### src/rtl/face_det_pkg.sv
// face_det_pkg: definitions shared between the DVP capture front end and the
// face detector.
//   IMG_WIDTH_DEF / IMG_HEIGHT_DEF : default raster size
//   rgb565_t                       : one RGB565 pixel
//   cap_state_e                    : capture FSM states
//   sat_inc10                      : 10-bit increment that saturates at 1023
package face_det_pkg;

    localparam int IMG_WIDTH_DEF  = 640;
    localparam int IMG_HEIGHT_DEF = 480;

    typedef logic [15:0] rgb565_t;

    typedef enum logic [1:0] {
        WAIT_VSYNC = 2'd0,
        WAIT_FRAME = 2'd1,
        ACTIVE     = 2'd2
    } cap_state_e;

    function automatic logic [9:0] sat_inc10(input logic [9:0] v);
        return (v == 10'h3FF) ? v : v + 10'd1;
    endfunction

endpackage

### src/rtl/dvp_pixel_capture_if.sv
// dvp_pixel_capture_if: pixel stream from the camera capture to the detector.
//   pixel_out      : RGB565 pixel
//   data_valid_out : one-cycle strobe per pixel
//   sof / eol      : first pixel of frame / last pixel of line (with strobe)
//   x_pos / y_pos  : raster position of pixel_out
// master = producer (capture), slave = consumer (detector).
interface dvp_pixel_capture_if;
    import face_det_pkg::*;

    rgb565_t    pixel_out;
    logic       data_valid_out;
    logic       sof;
    logic       eol;
    logic [9:0] x_pos;
    logic [9:0] y_pos;

    modport master (output pixel_out, data_valid_out, sof, eol, x_pos, y_pos);
    modport slave  (input  pixel_out, data_valid_out, sof, eol, x_pos, y_pos);
endinterface

### src/rtl/dvp_byte_packer.sv
// dvp_byte_packer: registers the DVP pins, detects VSYNC/HREF edges and pairs
// camera bytes into RGB565 pixels.
//   cam_vsync_i/cam_href_i/cam_data_i : raw camera pins
//   active_i      : pairing allowed (capture FSM in ACTIVE)
//   vsync_o/href_o: registered VSYNC/HREF
//   vsync_rise_o/vsync_fall_o/href_fall_o : edges vs. a second delayed copy
//   phase_o       : 1 when a first byte is held waiting for its partner
//   pixel_o/pixel_stb_o : assembled pixel, valid in the cycle of the 2nd byte
module dvp_byte_packer
    import face_det_pkg::*;
#(
    parameter bit HI_BYTE_FIRST = 1'b1
) (
    input  logic       clk,
    input  logic       rst_n,
    input  logic       cam_vsync_i,
    input  logic       cam_href_i,
    input  logic [7:0] cam_data_i,
    input  logic       active_i,
    output logic       vsync_o,
    output logic       href_o,
    output logic       vsync_rise_o,
    output logic       vsync_fall_o,
    output logic       href_fall_o,
    output logic       phase_o,
    output rgb565_t    pixel_o,
    output logic       pixel_stb_o
);

    logic       vs_q, hr_q, vs_qq, hr_qq;
    logic [7:0] data_q;
    logic [7:0] first_q, first_d;
    logic       phase_q, phase_d;

    always_ff @(posedge clk or negedge rst_n) begin
        if (!rst_n) begin
            vs_q    <= 1'b0;
            hr_q    <= 1'b0;
            vs_qq   <= 1'b0;
            hr_qq   <= 1'b0;
            data_q  <= '0;
            first_q <= '0;
            phase_q <= 1'b0;
        end else begin
            vs_q    <= cam_vsync_i;
            hr_q    <= cam_href_i;
            vs_qq   <= vs_q;
            hr_qq   <= hr_q;
            data_q  <= cam_data_i;
            first_q <= first_d;
            phase_q <= phase_d;
        end
    end

    always_comb begin
        phase_d     = phase_q;
        first_d     = first_q;
        pixel_stb_o = 1'b0;
        if (!active_i || !hr_q) begin
            phase_d = 1'b0;
        end else if (!phase_q) begin
            first_d = data_q;
            phase_d = 1'b1;
        end else begin
            pixel_stb_o = 1'b1;
            phase_d     = 1'b0;
        end
    end

    assign pixel_o      = HI_BYTE_FIRST ? {first_q, data_q} : {data_q, first_q};
    assign vsync_o      = vs_q;
    assign href_o       = hr_q;
    assign vsync_rise_o = vs_q & ~vs_qq;
    assign vsync_fall_o = ~vs_q & vs_qq;
    assign href_fall_o  = ~hr_q & hr_qq;
    assign phase_o      = phase_q;

endmodule

### src/rtl/dvp_pixel_capture.sv
// dvp_pixel_capture: OV7670-style DVP capture producing an RGB565 raster
// stream with position, frame markers and sticky malformation flags.
//   clk, rst_n          : pixel clock, async active-low reset
//   enable              : capture enable, looked at only at frame boundaries
//   cam_vsync/href/data : camera pins
//   err_clr             : clears line_err/frame_err (a same-cycle set wins)
//   pix                 : pixel stream (master side)
//   frame_done          : one-cycle pulse at end of each captured frame
//   line_err/frame_err  : sticky error flags
module dvp_pixel_capture
    import face_det_pkg::*;
#(
    parameter int IMG_WIDTH     = IMG_WIDTH_DEF,
    parameter int IMG_HEIGHT    = IMG_HEIGHT_DEF,
    parameter bit HI_BYTE_FIRST = 1'b1
) (
    input  logic                       clk,
    input  logic                       rst_n,
    input  logic                       enable,
    input  logic                       cam_vsync,
    input  logic                       cam_href,
    input  logic [7:0]                 cam_data,
    input  logic                       err_clr,
    dvp_pixel_capture_if.master        pix,
    output logic                       frame_done,
    output logic                       line_err,
    output logic                       frame_err
);

    localparam logic [9:0] W10 = 10'(IMG_WIDTH);
    localparam logic [9:0] H10 = 10'(IMG_HEIGHT);

    logic    vs, hr, vs_rise, vs_fall, hr_fall, phase, pk_stb;
    rgb565_t pk_pixel;

    cap_state_e state_q, state_d;
    logic [9:0] col_q, col_d, line_q, line_d;
    rgb565_t    pixel_q, pixel_d;
    logic [9:0] x_q, x_d, y_q, y_d;
    logic       valid_q, valid_d, sof_q, sof_d, eol_q, eol_d;
    logic       fdone_q, fdone_d, lerr_q, lerr_d, ferr_q, ferr_d;
    logic       line_set, frame_set;

    dvp_byte_packer #(.HI_BYTE_FIRST(HI_BYTE_FIRST)) u_packer (
        .clk          (clk),
        .rst_n        (rst_n),
        .cam_vsync_i  (cam_vsync),
        .cam_href_i   (cam_href),
        .cam_data_i   (cam_data),
        .active_i     (state_q == ACTIVE),
        .vsync_o      (vs),
        .href_o       (hr),
        .vsync_rise_o (vs_rise),
        .vsync_fall_o (vs_fall),
        .href_fall_o  (hr_fall),
        .phase_o      (phase),
        .pixel_o      (pk_pixel),
        .pixel_stb_o  (pk_stb)
    );

    always_ff @(posedge clk or negedge rst_n) begin
        if (!rst_n) begin
            state_q <= WAIT_VSYNC;
            col_q   <= '0;
            line_q  <= '0;
            pixel_q <= '0;
            x_q     <= '0;
            y_q     <= '0;
            valid_q <= 1'b0;
            sof_q   <= 1'b0;
            eol_q   <= 1'b0;
            fdone_q <= 1'b0;
            lerr_q  <= 1'b0;
            ferr_q  <= 1'b0;
        end else begin
            state_q <= state_d;
            col_q   <= col_d;
            line_q  <= line_d;
            pixel_q <= pixel_d;
            x_q     <= x_d;
            y_q     <= y_d;
            valid_q <= valid_d;
            sof_q   <= sof_d;
            eol_q   <= eol_d;
            fdone_q <= fdone_d;
            lerr_q  <= lerr_d;
            ferr_q  <= ferr_d;
        end
    end

    always_comb begin
        state_d   = state_q;
        col_d     = col_q;
        line_d    = line_q;
        pixel_d   = pixel_q;
        x_d       = x_q;
        y_d       = y_q;
        sof_d     = sof_q;
        eol_d     = eol_q;
        valid_d   = 1'b0;
        fdone_d   = 1'b0;
        line_set  = 1'b0;
        frame_set = 1'b0;

        unique case (state_q)
            WAIT_VSYNC: begin
                if (enable && vs) state_d = WAIT_FRAME;
            end
            WAIT_FRAME: begin
                col_d  = '0;
                line_d = '0;
                if (vs_fall) state_d = ACTIVE;
            end
            ACTIVE: begin
                if (vs_rise) begin
                    fdone_d = 1'b1;
                    col_d   = '0;
                    if (line_q != H10) frame_set = 1'b1;
                    // VSYNC arriving while HREF is still high truncates the line.
                    if (hr) begin
                        line_set  = 1'b1;
                        frame_set = 1'b1;
                    end
                    state_d = enable ? WAIT_FRAME : WAIT_VSYNC;
                end else begin
                    // Strobe (needs href=1) and href fall (href=0) never coincide.
                    if (pk_stb) begin
                        if (col_q < W10 && line_q < H10) begin
                            valid_d = 1'b1;
                            pixel_d = pk_pixel;
                            x_d     = col_q;
                            y_d     = line_q;
                            sof_d   = (col_q == '0) && (line_q == '0);
                            eol_d   = (col_q == W10 - 10'd1);
                        end
                        col_d = sat_inc10(col_q);
                    end
                    if (hr_fall) begin
                        if (phase || col_q != W10) line_set = 1'b1;
                        if (line_q >= H10) frame_set = 1'b1;
                        line_d = sat_inc10(line_q);
                        col_d  = '0;
                    end
                end
            end
            default: state_d = WAIT_VSYNC;
        endcase

        lerr_d = line_set  ? 1'b1 : (err_clr ? 1'b0 : lerr_q);
        ferr_d = frame_set ? 1'b1 : (err_clr ? 1'b0 : ferr_q);
    end

    assign pix.pixel_out      = pixel_q;
    assign pix.data_valid_out = valid_q;
    assign pix.sof            = sof_q;
    assign pix.eol            = eol_q;
    assign pix.x_pos          = x_q;
    assign pix.y_pos          = y_q;
    assign frame_done         = fdone_q;
    assign line_err           = lerr_q;
    assign frame_err          = ferr_q;

endmodule

### src/flat_wrapper.sv
// flat-port wrapper written by rule: the top's interface ports become plain ports
module dvp_pixel_capture_flat import face_det_pkg::*;
#(
    parameter int IMG_WIDTH     = IMG_WIDTH_DEF,
    parameter int IMG_HEIGHT    = IMG_HEIGHT_DEF,
    parameter bit HI_BYTE_FIRST = 1'b1
)
  (clk, rst_n, enable, cam_vsync, cam_href, cam_data, err_clr, frame_done, line_err, frame_err, pix_pixel_out, pix_data_valid_out, pix_sof, pix_eol, pix_x_pos, pix_y_pos);
  dvp_pixel_capture_if pix_i ();
  input  logic clk;
  input  logic rst_n;
  input  logic enable;
  input  logic cam_vsync;
  input  logic cam_href;
  input  logic [7:0] cam_data;
  input  logic err_clr;
  output logic frame_done;
  output logic line_err;
  output logic frame_err;
  output wire logic [$bits(pix_i.pixel_out)-1:0] pix_pixel_out;
  output wire logic [$bits(pix_i.data_valid_out)-1:0] pix_data_valid_out;
  output wire logic [$bits(pix_i.sof)-1:0] pix_sof;
  output wire logic [$bits(pix_i.eol)-1:0] pix_eol;
  output wire logic [$bits(pix_i.x_pos)-1:0] pix_x_pos;
  output wire logic [$bits(pix_i.y_pos)-1:0] pix_y_pos;
  assign pix_pixel_out = pix_i.pixel_out;
  assign pix_data_valid_out = pix_i.data_valid_out;
  assign pix_sof = pix_i.sof;
  assign pix_eol = pix_i.eol;
  assign pix_x_pos = pix_i.x_pos;
  assign pix_y_pos = pix_i.y_pos;
  dvp_pixel_capture #(.IMG_WIDTH(IMG_WIDTH), .IMG_HEIGHT(IMG_HEIGHT), .HI_BYTE_FIRST(HI_BYTE_FIRST)) u_core (.clk(clk), .rst_n(rst_n), .enable(enable), .cam_vsync(cam_vsync), .cam_href(cam_href), .cam_data(cam_data), .err_clr(err_clr), .pix(pix_i), .frame_done(frame_done), .line_err(line_err), .frame_err(frame_err));
endmodule
### config.mk
export PLATFORM = sky130hd
export DESIGN_NAME = dvp_pixel_capture_flat
export DESIGN_NICKNAME = d
export VERILOG_FILES = /design/src/rtl/face_det_pkg.sv /design/src/rtl/dvp_pixel_capture_if.sv /design/src/rtl/dvp_byte_packer.sv /design/src/rtl/dvp_pixel_capture.sv /design/src/flat_wrapper.sv
export SDC_FILE = /design/constraint.sdc
export NUM_CORES = 1
export LEC_CHECK = 0
export CAP_MARGIN = 30
export CORE_MARGIN = 10
export CORE_UTILIZATION = 30
export CTS_CLUSTER_SIZE = 25
export DETAILED_ROUTE_END_ITERATION = 10
export DONT_BUFFER_PORTS = 1
export PLACE_DENSITY = 0.42
export SYNTH_ARGS = -nofsm -noshare
export SYNTH_HDL_FRONTEND = slang
export SYNTH_HIERARCHICAL = 1
export SYNTH_SLANG_ARGS = --single-unit
### constraint.sdc
create_clock -name clk -period 2.03 [get_ports clk]
set_input_delay 0.406 -clock clk [delete_from_list [all_inputs] [get_ports clk]]
set_output_delay 0.406 -clock clk [all_outputs]
set_load 0.05 [all_outputs]
==> results.txt <==
status: finished, violations left
violated checks: negative hold slack
drt via density: 4.89
Initial Utilization: 30.4%
Compound-Gate Fraction of Synth Area: 12.5%
Cells after DPL: 490
Worst VDD drop: 415 uV
Net Sw Power: 1.41 mW
switch share: 30.9%
detailed placement HPWL: 6190 um
Synthesized Nets: 336
minimum clock period: 1.90 ns
xor and xnor area share after synthesis: 0%
Post-synth EDFFs: 0
max_slew headroom: 65.2%
Final nets: 352
Final WS setup: 0.134 ns
metal3 WL: 666 um
layout cells sized above 1: 21.6%
M1 WL: 3910 um
setup bufs post-CTS: 0
worst-skew pair later-pin latency: 0.35 ns
total CTS buffers: 9
fillers: 1,290
CTS sink count: 85
Core Util, Final: 35.1%
Syn-to-layout area delta: 15.7%
crit share post-route: 93.4%
# IOs: 56
pre-CTS setup slack: 0.118 ns
Seq/Total Area, Yosys: 56.0%
final setup vio count: 0
storage element area: 0.00213 mm^2
CTS H-tree depth: 3
Synth async-reset ratio: 100%
RSZ-0062 raised after global routing: no
Flop pwr share: 46.5%
fin. max-slew vios: 0
vias in the first global route: 2,553
number of port buffers: 0
Post-Syn Area per Cell: 12.1 um^2
Core Region: 0.0125 mm^2
Routed met2 length: 4030 um
worst hold slack: -0.252 ns
Rows: 41
Yosys top cell by area: dfrtp_1
Pint: 3.17 mW
1st-pass router iterations: 4
Setup crit end kind: flop
crit path launch type: flop
WP data arrival: 2.13 ns
main area contributors after synthesis: dfrtp_1 (56%), mux2_2 (7.4%), mux2_1 (3.6%), ha_1 (3.0%), nand2_1 (2.8%)
GRT overflow: 0
GRT Overall Usage: 10.5%
Post-DRT Antenna Nets: 0
CTS root buf: clkbuf_16
CTS Buffer Depth: 2
Highest Signal Layer: met4
Comb pwr share: 15.3%
DR vias: 2,472
post-synthesis adder-cell area fraction: 2.96%
maximum clock rate: 527 MHz
DIE WIDTH: 133 um
Clk pwr share: 38.2%
max-cap viol count: 0
first-pass GRT wire length: 14,500 um
Post-route DRC: 0
Simple-Gate Fraction of Synth Area: 14.4%
clock-pin slew on the worst setup and hold paths: 0.07 ns
Pleak: 2.07 nW
Worst-Margin Slew: 0.522 ns
Cells after Synth: 313
critical path class: reg2reg
final non-filler cell total: 506
final clock skew: 0.0102 ns
Hold/Removal Path Class: in2async
Primary FF master, synth: dfrtp_1
worst path required time: 2.26 ns
Multi-input gate area: 0.00155 mm^2
largest net degree at the start of global routing: 86
Final TNS setup: 0 ns
RePlAce Congestion: 0.817
worst-path maximum fanout: 38
mux cell area share after synthesis: 11.0%
post-synthesis instance area: 0.00380 mm^2
largest family of logic cells by synthesized area: simple AND/OR/NAND/NOR gates
CTS tree: built
WL/cell: 17.4 um
Die H: 133 um
yosys warns: 6
DRT iter0 DRCs: 139
Pwr Density: 1040 mW/mm^2
Post-synth top cells: dfrtp_1 (85), nand2_1 (28), mux2_2 (25)
Diodes inserted: 0
top cell type's share of synthesized area: 56.0%
Netlist cell types: 53
most numerous cell in the Yosys netlist: dfrtp_1
Routed Wire Length: 8790 um
Final Hold Fails: 85
initial antenna violation count: 0
Die ar.: 0.0176 mm^2
Yosys reg bits: 85
-- state kept, by name, indices dropped and copies added (netlist names) --
name / flops
u_core/pix.pixel_out: 16
u_core/col_q: 10
u_core/line_q: 10
u_core/pix.x_pos: 10
u_core/pix.y_pos: 10
u_core/u_packer/data_q: 8
u_core/u_packer/first_q: 8
u_core/state_q: 2
u_core/frame_done: 1
u_core/frame_err: 1
u_core/line_err: 1
u_core/pix.data_valid_out: 1
u_core/pix.eol: 1
u_core/pix.sof: 1
u_core/u_packer/hr_qq: 1
u_core/u_packer/href_o: 1
u_core/u_packer/phase_o: 1
u_core/u_packer/vs_qq: 1
u_core/u_packer/vsync_o: 1
-- power groups by stage --
stage | registers [mW] | clock network (mW) | logic (mW)
after CTS | 2.14 | 1.81 | 0.713
after global routing | 2.16 | 1.88 | 0.811
final | 2.13 | 1.75 | 0.702
after detailed placement | 2.17 | 0 | 0.710
after global placement | 2.16 | 0 | 0.705
after floorplan | 2.13 | 0 | 0.504
-- cell type report --
| class | count | area share [%] |
|---|---|---|
| clock inverter | 7 | 1.96 |
| clock buffer | 9 | 5.12 |
| tap | 172 | 4.89 |
| inverter | 14 | 1.19 |
| sequential | 85 | 48.4 |
| timing repair buffer | 17 | 3.19 |
| multi-input combinational | 202 | 35.3 |
-- path summary, 6_finish.rpt --
| path | slack, ns | cells past startpoint | endpoint | start |
|---|---|---|---|---|
| max | 0.13 | 6 | u_core/pix.pixel_out[2]$_DFFE_PN0P_ | u_core/state_q[0]$_DFFE_PN0P_ |
| min | -0.25 | 0 | u_core/pix.y_pos[7]$_DFFE_PN0P_ | rst_n |
| max reg2reg | 0.13 | 6 | u_core/pix.pixel_out[2]$_DFFE_PN0P_ | u_core/state_q[0]$_DFFE_PN0P_ |
| min reg2reg | 0.42 | 0 | u_core/u_packer/vs_qq$_DFF_PN0_ | u_core/u_packer/vsync_o$_DFF_PN0_ |
| max in group asynchronous | 2.14 | 0 | u_core/u_packer/vsync_o$_DFF_PN0_ | rst_n |
| min in group clk | 0.08 | 0 | u_core/u_packer/data_q[7]$_DFF_PN0_ | cam_data[7] |
-- layout by cell type, fill, tap and decap left out, drive strengths merged, types with 4 or more instances in the layout --
master / count
nand2: 29
nor3b: 4
dfrtp: 85
buf: 17
ha: 9
a21oi: 12
nand2b: 4
a31oi: 8
o21ai: 14
mux2: 37
inv: 19
nor2b: 5
and3: 6
nor3: 5
clkbuf: 9
nand3: 18
nand4: 4
o211ai: 5
-- cells by family (layout without fill, tap and decap cells) --
kind of cell	after synthesis	count (layout)
compound gates	62	62
buf+inv	26	47
simple gates	94	94
fa+ha+maj	9	9
mux	37	37
flops	85	85
-- worst max-delay path: stages, from the launching register on --
cell and delay [ns]:
dfrtp_1 0.40, inv_1 0.09, ha_1 0.26, and3_2 0.28, nand4_1 0.15, buf_12 0.24, mux2_2 0.35
-- per-layer routing --
layer,GRT usage [%],vias to the layer above
met5,0,-
met3,4.24,13
met2,15.8,58
met4,5.32,0
met1,12.6,1223
li1,-,1178
-- stage by stage --
step	cell area, um^2	power, mW
5_1_grt	4400	4.85
3_3_place_gp	4090	2.86
3_5_place_dp	4090	2.88
6_report	4400	4.58
4_1_cts	4400	4.66
2_1_floorplan	3800	2.63
-- what timing repair did --
action | CTS | global route
setup endpoints to repair | 0 | 0
gates resized for setup | 0 | 0
endpoints found under the hold margin | 85 | 85
No activity file was read; power rests on OpenSTA's default activity.
